--- src/rtl/max_stream_tx.sv ---
// max_stream_tx: buffers host words in a FIFO and sends them as one start-qualified frame, then returns the consumer's maximum.
// Latency: send sampled at edge 0 -> start=1/data_out=word0 after edge 1; result one edge after done_in is sampled.
// Backpressure: full (FIFO full or busy) drops writes; send is ignored while busy; optional MAX_STREAM_TX_SELF_CHECK_EN cross-checks max_in.
module max_stream_tx #(
  parameter int W       = 8,
  parameter int DEPTH   = 8,
  parameter int TIMEOUT = 15
) (
  input  logic         clk,
  input  logic         rst,
  input  logic         wr_en,
  input  logic [W-1:0] wr_data,
  output logic         full,
  input  logic         send,
  output logic         busy,
  output logic         start,
  output logic [W-1:0] data_out,
  input  logic         done_in,
  input  logic [W-1:0] max_in,
  output logic [W-1:0] result,
  output logic         result_valid,
  output logic         err,
  output logic         chk_err
);

  localparam int AW = $clog2(DEPTH);
  localparam int CW = AW + 1;
  localparam int TW = (TIMEOUT > 1) ? $clog2(TIMEOUT + 1) : 1;
  localparam logic [CW-1:0] DEPTH_C = CW'(DEPTH);
  localparam logic [TW-1:0] TO_LAST = TW'(TIMEOUT - 1);

  typedef enum logic [1:0] {IDLE, STREAM, WAIT_DONE} state_t;

  state_t        state;
  logic [W-1:0]  mem [DEPTH];
  logic [AW-1:0] wr_ptr;
  logic [AW-1:0] rd_ptr;
  logic [CW-1:0] count;
  logic [CW-1:0] len;
  logic [CW-1:0] sent;
  logic [TW-1:0] tcnt;
  logic          wr_acc;
  logic          send_acc;
  logic          pop;
  logic [W-1:0]  head;

  // Writes only land while idle, so they can never collide with a pop.
  assign wr_acc   = wr_en && (state == IDLE) && (count != DEPTH_C);
  assign send_acc = send && (state == IDLE) && (count != '0);
  assign pop      = (state == STREAM) && (sent != len);
  assign head     = mem[rd_ptr];
  assign full     = (count == DEPTH_C) | busy;

  // FIFO storage: no reset needed, occupancy is tracked by count
  always_ff @(posedge clk) begin
    if (wr_acc) mem[wr_ptr] <= wr_data;
  end

  // FIFO pointers and occupancy
  always_ff @(posedge clk or posedge rst) begin
    if (rst) begin
      wr_ptr <= '0;
      rd_ptr <= '0;
      count  <= '0;
    end else if (wr_acc) begin
      wr_ptr <= wr_ptr + AW'(1);
      count  <= count + CW'(1);
    end else if (pop) begin
      rd_ptr <= rd_ptr + AW'(1);
      count  <= count - CW'(1);
    end
  end

  // Frame control FSM with registered outputs
  always_ff @(posedge clk or posedge rst) begin
    if (rst) begin
      state        <= IDLE;
      busy         <= 1'b0;
      start        <= 1'b0;
      data_out     <= '0;
      result       <= '0;
      result_valid <= 1'b0;
      err          <= 1'b0;
      len          <= '0;
      sent         <= '0;
      tcnt         <= '0;
    end else begin
      result_valid <= 1'b0;
      case (state)
        IDLE: begin
          if (send_acc) begin
            len   <= count;
            sent  <= '0;
            err   <= 1'b0;
            busy  <= 1'b1;
            state <= STREAM;
          end
        end
        STREAM: begin
          if (pop) begin
            data_out <= head;
            start    <= 1'b1;
            sent     <= sent + CW'(1);
          end else begin
            // data_out keeps the last word once start drops
            start <= 1'b0;
            tcnt  <= '0;
            state <= WAIT_DONE;
          end
        end
        WAIT_DONE: begin
          if (done_in) begin
            result       <= max_in;
            result_valid <= 1'b1;
            busy         <= 1'b0;
            state        <= IDLE;
          end else if (tcnt == TO_LAST) begin
            err   <= 1'b1;
            busy  <= 1'b0;
            state <= IDLE;
          end else begin
            tcnt <= tcnt + TW'(1);
          end
        end
        default: state <= IDLE;
      endcase
    end
  end

`ifdef MAX_STREAM_TX_SELF_CHECK_EN
  logic [W-1:0] trk_max;

  // Track the max of words actually sent and compare it with the consumer's answer
  always_ff @(posedge clk or posedge rst) begin
    if (rst) begin
      trk_max <= '0;
      chk_err <= 1'b0;
    end else begin
      if (send_acc) trk_max <= '0;
      else if (pop && (head > trk_max)) trk_max <= head;
      if ((state == WAIT_DONE) && done_in && (max_in != trk_max)) chk_err <= 1'b1;
    end
  end
`else
  assign chk_err = 1'b0;
`endif

endmodule
--- config.mk ---
export PLATFORM = sky130hd
export DESIGN_NAME = max_stream_tx
export DESIGN_NICKNAME = d
export VERILOG_FILES = /design/src/rtl/max_stream_tx.sv
export SDC_FILE = /design/constraint.sdc
export NUM_CORES = 1
export LEC_CHECK = 0
export ABC_CLOCK_PERIOD_IN_PS = 2280
export CORE_ASPECT_RATIO = 1.25
export CORE_MARGIN = 3
export CORE_UTILIZATION = 51
export CTS_CLUSTER_DIAMETER = 50
export DETAILED_ROUTE_END_ITERATION = 6
export PLACE_DENSITY = 0.82
export SLEW_MARGIN = 10
export SYNTH_ARGS = -nofsm -noshare
export SYNTH_HDL_FRONTEND = slang
export SYNTH_SLANG_ARGS = --single-unit
--- constraint.sdc ---
create_clock -name clk -period 2.28 [get_ports clk]
set_clock_uncertainty 0.05 [all_clocks]
set_input_delay 0.342 -clock clk [delete_from_list [all_inputs] [get_ports clk]]
set_output_delay 0.342 -clock clk [all_outputs]
set_load 0.05 [all_outputs]
== Word-level counts from Yosys, hierarchy flattened ==
Memories as Yosys holds them, arrays and structs flattened. A register that Yosys moved wholly into a read port is not among the register bits.
Cells that the tools add are included.

* $add $sub $neg: 6
* Equality and inequality tests: 13
* Multiplexer cells: 27
* Bitwise operators: 2
* Reductions and logical operators: 20

{| class="wikitable"
|+ Operators with widths
! cell !! count
|-
| $mux W4 || 7
|-
| $pmux W4 S2 || 2
|-
| $add A4 B1 Y4 const B || 3
|-
| $ne A2 B2 Y1 const B || 6
|-
| $mux W1 || 11
|-
| $reduce_and A3 Y1 || 3
|-
| $eq A4 B4 Y1 const B || 2
|-
| $mux W2 || 4
|-
| $reduce_and A2 Y1 || 4
|-
| $reduce_and A4 Y1 || 2
|-
| $reduce_bool A2 Y1 || 4
|-
| $add A3 B1 Y3 const B || 2
|-
| $pmux W2 S3 || 1
|-
| $logic_and A1 B1 Y1 || 5
|-
| $ne A4 B4 Y1 || 1
|-
| $ne A4 B4 Y1 const B || 1
|-
| $pmux W1 S2 || 2
|-
| $reduce_bool A4 Y1 || 1
|-
| $sub A4 B1 Y4 const B || 1
|-
| $ne A3 B3 Y1 const B || 1
|-
| $eq A2 B1 Y1 const B || 1
|-
| $eq A2 B2 Y1 const B || 1
|-
| $logic_not A2 Y1 || 1
|-
| $not A1 Y1 || 1
|-
| $or A1 B1 Y1 || 1
|}

* Bits in registers: 36
* Memory bits (writable): 64
* Input bits: 21
* Output and inout port bits: 22
* Word-level logic and storage cells: 81
* Memories kept: 1

{| class="wikitable"
|+ Memory list
! memory !! words !! width !! read ports !! clocked after memory_dff !! write ports !! RTL line !! source
|-
| mem || 8 || 8 || 1 || 1 || 1 || 35 || <nowiki>logic [W-1:0] mem [DEPTH];</nowiki>
|}

== Logic depth before layout (Yosys ltp) ==
Gate-level depths: netlist of run 1.

* Word-level depth: 5
* Depth in mapped cells: 8
* Mapped depth without buffers: 8

== Least setup slack after synthesis of run 1 ==
Ideal clock, no wire load.

* Path kind: register to register
* Start point: reg count[0]
* End point: mem mem[4][0], enable pin
* Library setup time: 398 ps
* Arrival time: 1877 ps
* Required time: 1832 ps
* Slack: -45 ps
* Cell stages (with the launch flop): 5
* Buffers on the path: 0
* Clock period less this slack: 2325 ps
* Cells stage by stage: dfrtp_1 > or4b_1 > and3_4 > clkinv_4 > nor4b_1

* Longest elaborated chain between the ends: 4

{| class="wikitable"
|+ RTL lines
! what !! RTL line !! source
|-
| start: declaration || 38 || <nowiki>logic [CW-1:0] count;</nowiki>
|-
| start signal: assignment || 67 || <nowiki>count <= count + CW'(1);</nowiki>
|-
| start signal: assignment || 70 || <nowiki>count <= count - CW'(1);</nowiki>
|-
| $ne A4 B4 Y1 || 48 || <nowiki>assign wr_acc = wr_en && (state == IDLE) && (count != DEPTH_C);</nowiki>
|-
| $logic_and A1 B1 Y1 || 48 ||
|-
| $mux W1 || 56 || <nowiki>if (wr_acc) mem[wr_ptr] <= wr_data;</nowiki>
|-
| $mux W1 (implied by the code) || 56 ||
|-
| end: declaration || 35 ||
|}

Every way passes these cells.

== Worst setup path after layout of run 1 ==
* Start point: reg count[2]
* End point: reg count[3]

* Longest elaborated chain between the ends: 3
* Elaborated cells between the ends (all ways): 7
* Those cells by class: add/sub (2); eq/ne (1); mux (2); reduce/logical (2)

{| class="wikitable"
|+ RTL lines
! what !! RTL line
|-
| $sub A4 B1 Y4 / $ne A4 B4 Y1 (equally long branches) || 70, 48
|-
| $mux W4 / $logic_and A1 B1 Y1 (equally long branches) || 68, 48
|-
| $mux W4 / $reduce_bool A2 Y1 (equally long branches) || --
|}

Parallel ways exist; a longest one is shown, timed or not. The select of a mux whose other input is x is not followed.
A chain may end at the register's enable or synchronous reset.

==> results.md, run 1 <==
- Number of nets in the synthesized netlist: 306
- Starting Density: 53.24%
- DRT antenna net count: 0
- Average wire length per cell after detail routing: 17.19 µm
- Type of origin of the critical path: register
- Number of buffers inserted during clock tree synthesis: 9
- Total number of placement rows: 37
- Pin count of the biggest net entering global routing: 25
- Tcrit/Tclk final: 95.76%
- Relative contribution of sequential cells to total power: 41.1%
- Vias/cell: 5.487
- # fillers: around 590
- Number of register bits inferred by synthesis: 108
- Status: complete, no violations
- Top cells by area, synth: sky130_fd_sc_hd__edfxtp_1 43%, sky130_fd_sc_hd__dfrtp_1 25%, sky130_fd_sc_hd__mux4_2 8.1%
- H-tree lvl count: 3
- Worst hold path class: primary input to asynchronous set/reset pin
- Number of antenna violations at the first check in global routing: 0
- Total overflow reported by the global router: 0
- Combined area of all synthesized cells: between 0.004 and 0.005 mm²
- Nets@finish: 373
- Synth Instances: 277
- Internal power: about 4.4 mW
- Slowest cell on the critical path: sky130_fd_sc_hd__or4b_4
- Fraction of synthesized cell area taken by the top area cell type: a little over two fifths
- Worst path required time: roughly 2.5 ns
- Area Overhead vs Synth: 20.47%
- WP data arrival: roughly 2.4 ns
- Final Hold Vio Count: 0
- Clock power share: 15.6%
- DR iter-0 viols: roughly 130
- Max-slew violations: 0
- Maxcap violations: 0
- Number of enable-type register cells in the synthesized netlist: 64
- Insertion delay to the later sink of the worst-skew pair: 0.37 ns
- Final RePlAce weighted congestion: 0.8962
- Element type at the critical path end: register
- Final count of negative-setup-slack endpoints: 0
- Setup WS post-layout: 0.09677 ns
- Total Die Area: between 0.009 and 0.01 mm²
- Pwr Density: between 1000 and 1500 mW/mm²
- Number of vias after detailed routing: 2,447
- Crit Path Max Fanout: 7
- Hold_buf cts: 0
- Proportion of synthesized chip area in sequential cells: 68.13%
- Avg Cell Area, Syn: between 15 and 20 µm²
- Detailed Routing Iterations Pass 1: 4
- Largest area contributor in the netlist: sky130_fd_sc_hd__edfxtp_1
- CP Depth: 8
- Core region area: 0.008333 mm²
- Kind of cell adding the most delay to the critical path: simple AND/OR/NAND/NOR gates
- Number of antenna cells inserted: 0
- Final HPWL DP: 5.251 mm
- Minimum clock period after layout: around 2.2 ns
- Post-Place Worst Slack: ~0.0084 ns
- Number of library cell types mapped by synthesis: between 40 and 50
- Peak per-stage delay on the critical path: 0.54 ns
- Total routing resource utilization after global routing: 17.05%
- Num Clock Sinks: ~110
- Number of buffer and inverter stages on the critical path: 2
- Die Y-Extent: 110.3 µm
- Number of global-route vias before repair: 2,499
- Placed cell areas: 0.005102 mm²
- Primary FF master, synth: sky130_fd_sc_hd__edfxtp_1
- Net switching power of the design: 2.787 mW
- R2R depth: 8
- Number of buffers added on ports: between 40 and 50
- Cell area after layout: around 0.0053 mm²
- Count of pins on the block boundary: 43
- Switching part of the total power: between 30% and 40%
- TritonCTS clock tree: built
- Max Freq: roughly 460 MHz
- Routed wire length: around 7.7 mm
- Share of flip-flops with an asynchronous set or reset: slightly above 40%
- Synthesis warning total: 0
- Category of the critical setup timing path: register to register
- Buffers from clock root to sink, at most: 2
- Worst Max-Slew Pin Slew: between 0.7 and 0.8 ns
- Post-route DRC: 0
- First-pass GRT wire length: 12.23 mm
- Width of the die: 89.43 µm
- Max-Slew Margin vs Limit: 50.93%
- Leakage power summed over all cells: 2.091 nW
- Clock root buffer: sky130_fd_sc_hd__clkbuf_8
- Total negative setup slack: 0 ns
- Peak VDD IR: 0.5251 mV
- RSZ-0062 raised after global routing: no
- Part of the total power dissipated in combinational logic: 43.3%
- Clock Pin Slew Worst Setup and Hold Paths: 0.12 ns
- Share of post-route cells with drive strength above 1: 22.92%
- Sequence of cells on the critical path: or4b_4 > and3_4 > clkinv_4 > buf_4 > ha_4 > a21oi_2 > mux2i_1 > xor2_1
## per-stage QoR
stage / utilization [%] / total power, mW / hold slack, ns / std cells
2_1_floorplan: - / 5.150 / 0.3909 / 277
3_3_place_gp: 61.23 / 5.999 / 0.4141 / 426
3_5_place_dp: 61.23 / 6.112 / 0.4264 / 426
4_1_cts: 63.59 / 7.230 / 0.2083 / 442
5_1_grt: 64.14 / 7.686 / 0.2382 / 446
6_report: 64.14 / 7.221 / 0.1982 / 446
## cell families (layout without fill, tap and decap cells)
logic type	count (synthesis)	count (layout)	synth area share [%]
buf+inv	24	96	2.425
compound gates	30	30	4.654
mux	36	36	13.11
other cells	1	1	0.08452
flops	108	108	68.13
simple gates	59	59	6.994
fa+ha+maj	8	8	2.425
xor+xnor	11	11	2.172
## path summary, 6_finish.rpt
check                            start  slack (ns)           to
max                           count[2]         0.1     count[3]
min                                rst        0.20  data_out[2]
max reg2reg                   count[2]         0.1     count[3]
min reg2reg                data_out[5]        0.45  data_out[5]
max in group asynchronous          rst        1.42       len[1]
min in group clk           data_out[5]        0.45  data_out[5]
## Yosys cell counts (all sizes together), types with 7 or more instances
master and count:
buf 9, edfxtp 64, nand2 25, mux2i 9
ha 7, inv 13, nand3 8, xor2 8
mux2 11, mux4 16, o21ai 14, dfrtp 44
## flip-flops by register name, indices dropped and copies added, names as in the netlist
signal / cells
data_out: 8
mem: 64
result: 8
tcnt: 4
busy: 1
len: 4
result_valid: 1
rd_ptr: 3
start: 1
wr_ptr: 3
state: 2
sent: 4
count: 4
err: 1
## layout make-up
cell class / count / area (µm²) / area share (%)
Sequential cell: 108 / 3023 / 56.55
Multi-Input combinational cell: 145 / 1339 / 25.05
Timing Repair Buffer: 66 / 608.1 / 11.38
Clock buffer: 9 / 123.9 / 2.317
Tap cell: 97 / 121.4 / 2.271
Clock inverter: 7 / 72.57 / 1.358
Inverter: 14 / 57.56 / 1.077
## placed cells by master, fill, tap and decap left out, drive strengths merged, types with 8 or more instances in the layout
cell type      instances
mux4                  16
nand2                 25
xor2                   8
nand3                  8
mux2                  11
o21ai                 14
edfxtp                64
mux2i                  9
buf                   26
dfrtp                 44
inv                   18
clkbuf                 9
clkdlybuf4s50         40
## power by group through the flow
stage / logic (mW) / clock network (mW) / registers [mW]
2_1_floorplan: 1.72 / 0 / 3.43
3_3_place_gp: 3.01 / 0 / 2.99
3_5_place_dp: 3.09 / 0 / 3.02
4_1_cts: 3.10 / 1.16 / 2.98
5_1_grt: 3.42 / 1.23 / 3.03
6_report: 3.13 / 1.13 / 2.97
## per-layer routing
layer / vias up / part of all wire (%) / wire length (µm) / GRT usage (%)
li1: 1163 / - / - / -
met4: 0 / 2.5 / 192 / 7.766
met3: 15 / 3.5 / 267 / 3.346
met5: - / 0 / 0 / 0
met2: 61 / 53 / 4076 / 30.03
met1: 1208 / 41 / 3129 / 19.87
## timing repair
item / CTS / global route
resized for setup: 0 / 2
setup endpoints to repair: 1 / 1
gates cloned: 0 / 0
endpoints found under the hold margin: 0 / 0
buffers inserted: 0 / 4
pin swaps: 1 / 3
Note: power is estimated with default switching activity, not from simulation.
==> inputs of run 2 (changes only) <==
--- a/config.mk
+++ b/config.mk
@@ -5,10 +5,10 @@
 export SDC_FILE = /design/constraint.sdc
 export NUM_CORES = 1
 export LEC_CHECK = 0
-export ABC_CLOCK_PERIOD_IN_PS = 2280
 export CORE_ASPECT_RATIO = 1.25
 export CORE_MARGIN = 3
 export CORE_UTILIZATION = 51
+export CTS_BUF_LIST = sky130_fd_sc_hd__clkbuf_8 sky130_fd_sc_hd__clkbuf_16
 export CTS_CLUSTER_DIAMETER = 50
 export DETAILED_ROUTE_END_ITERATION = 6
 export PLACE_DENSITY = 0.82
==> results of run 2 <==
No change in the layout: final DEF, timing and power equal those of run 1.
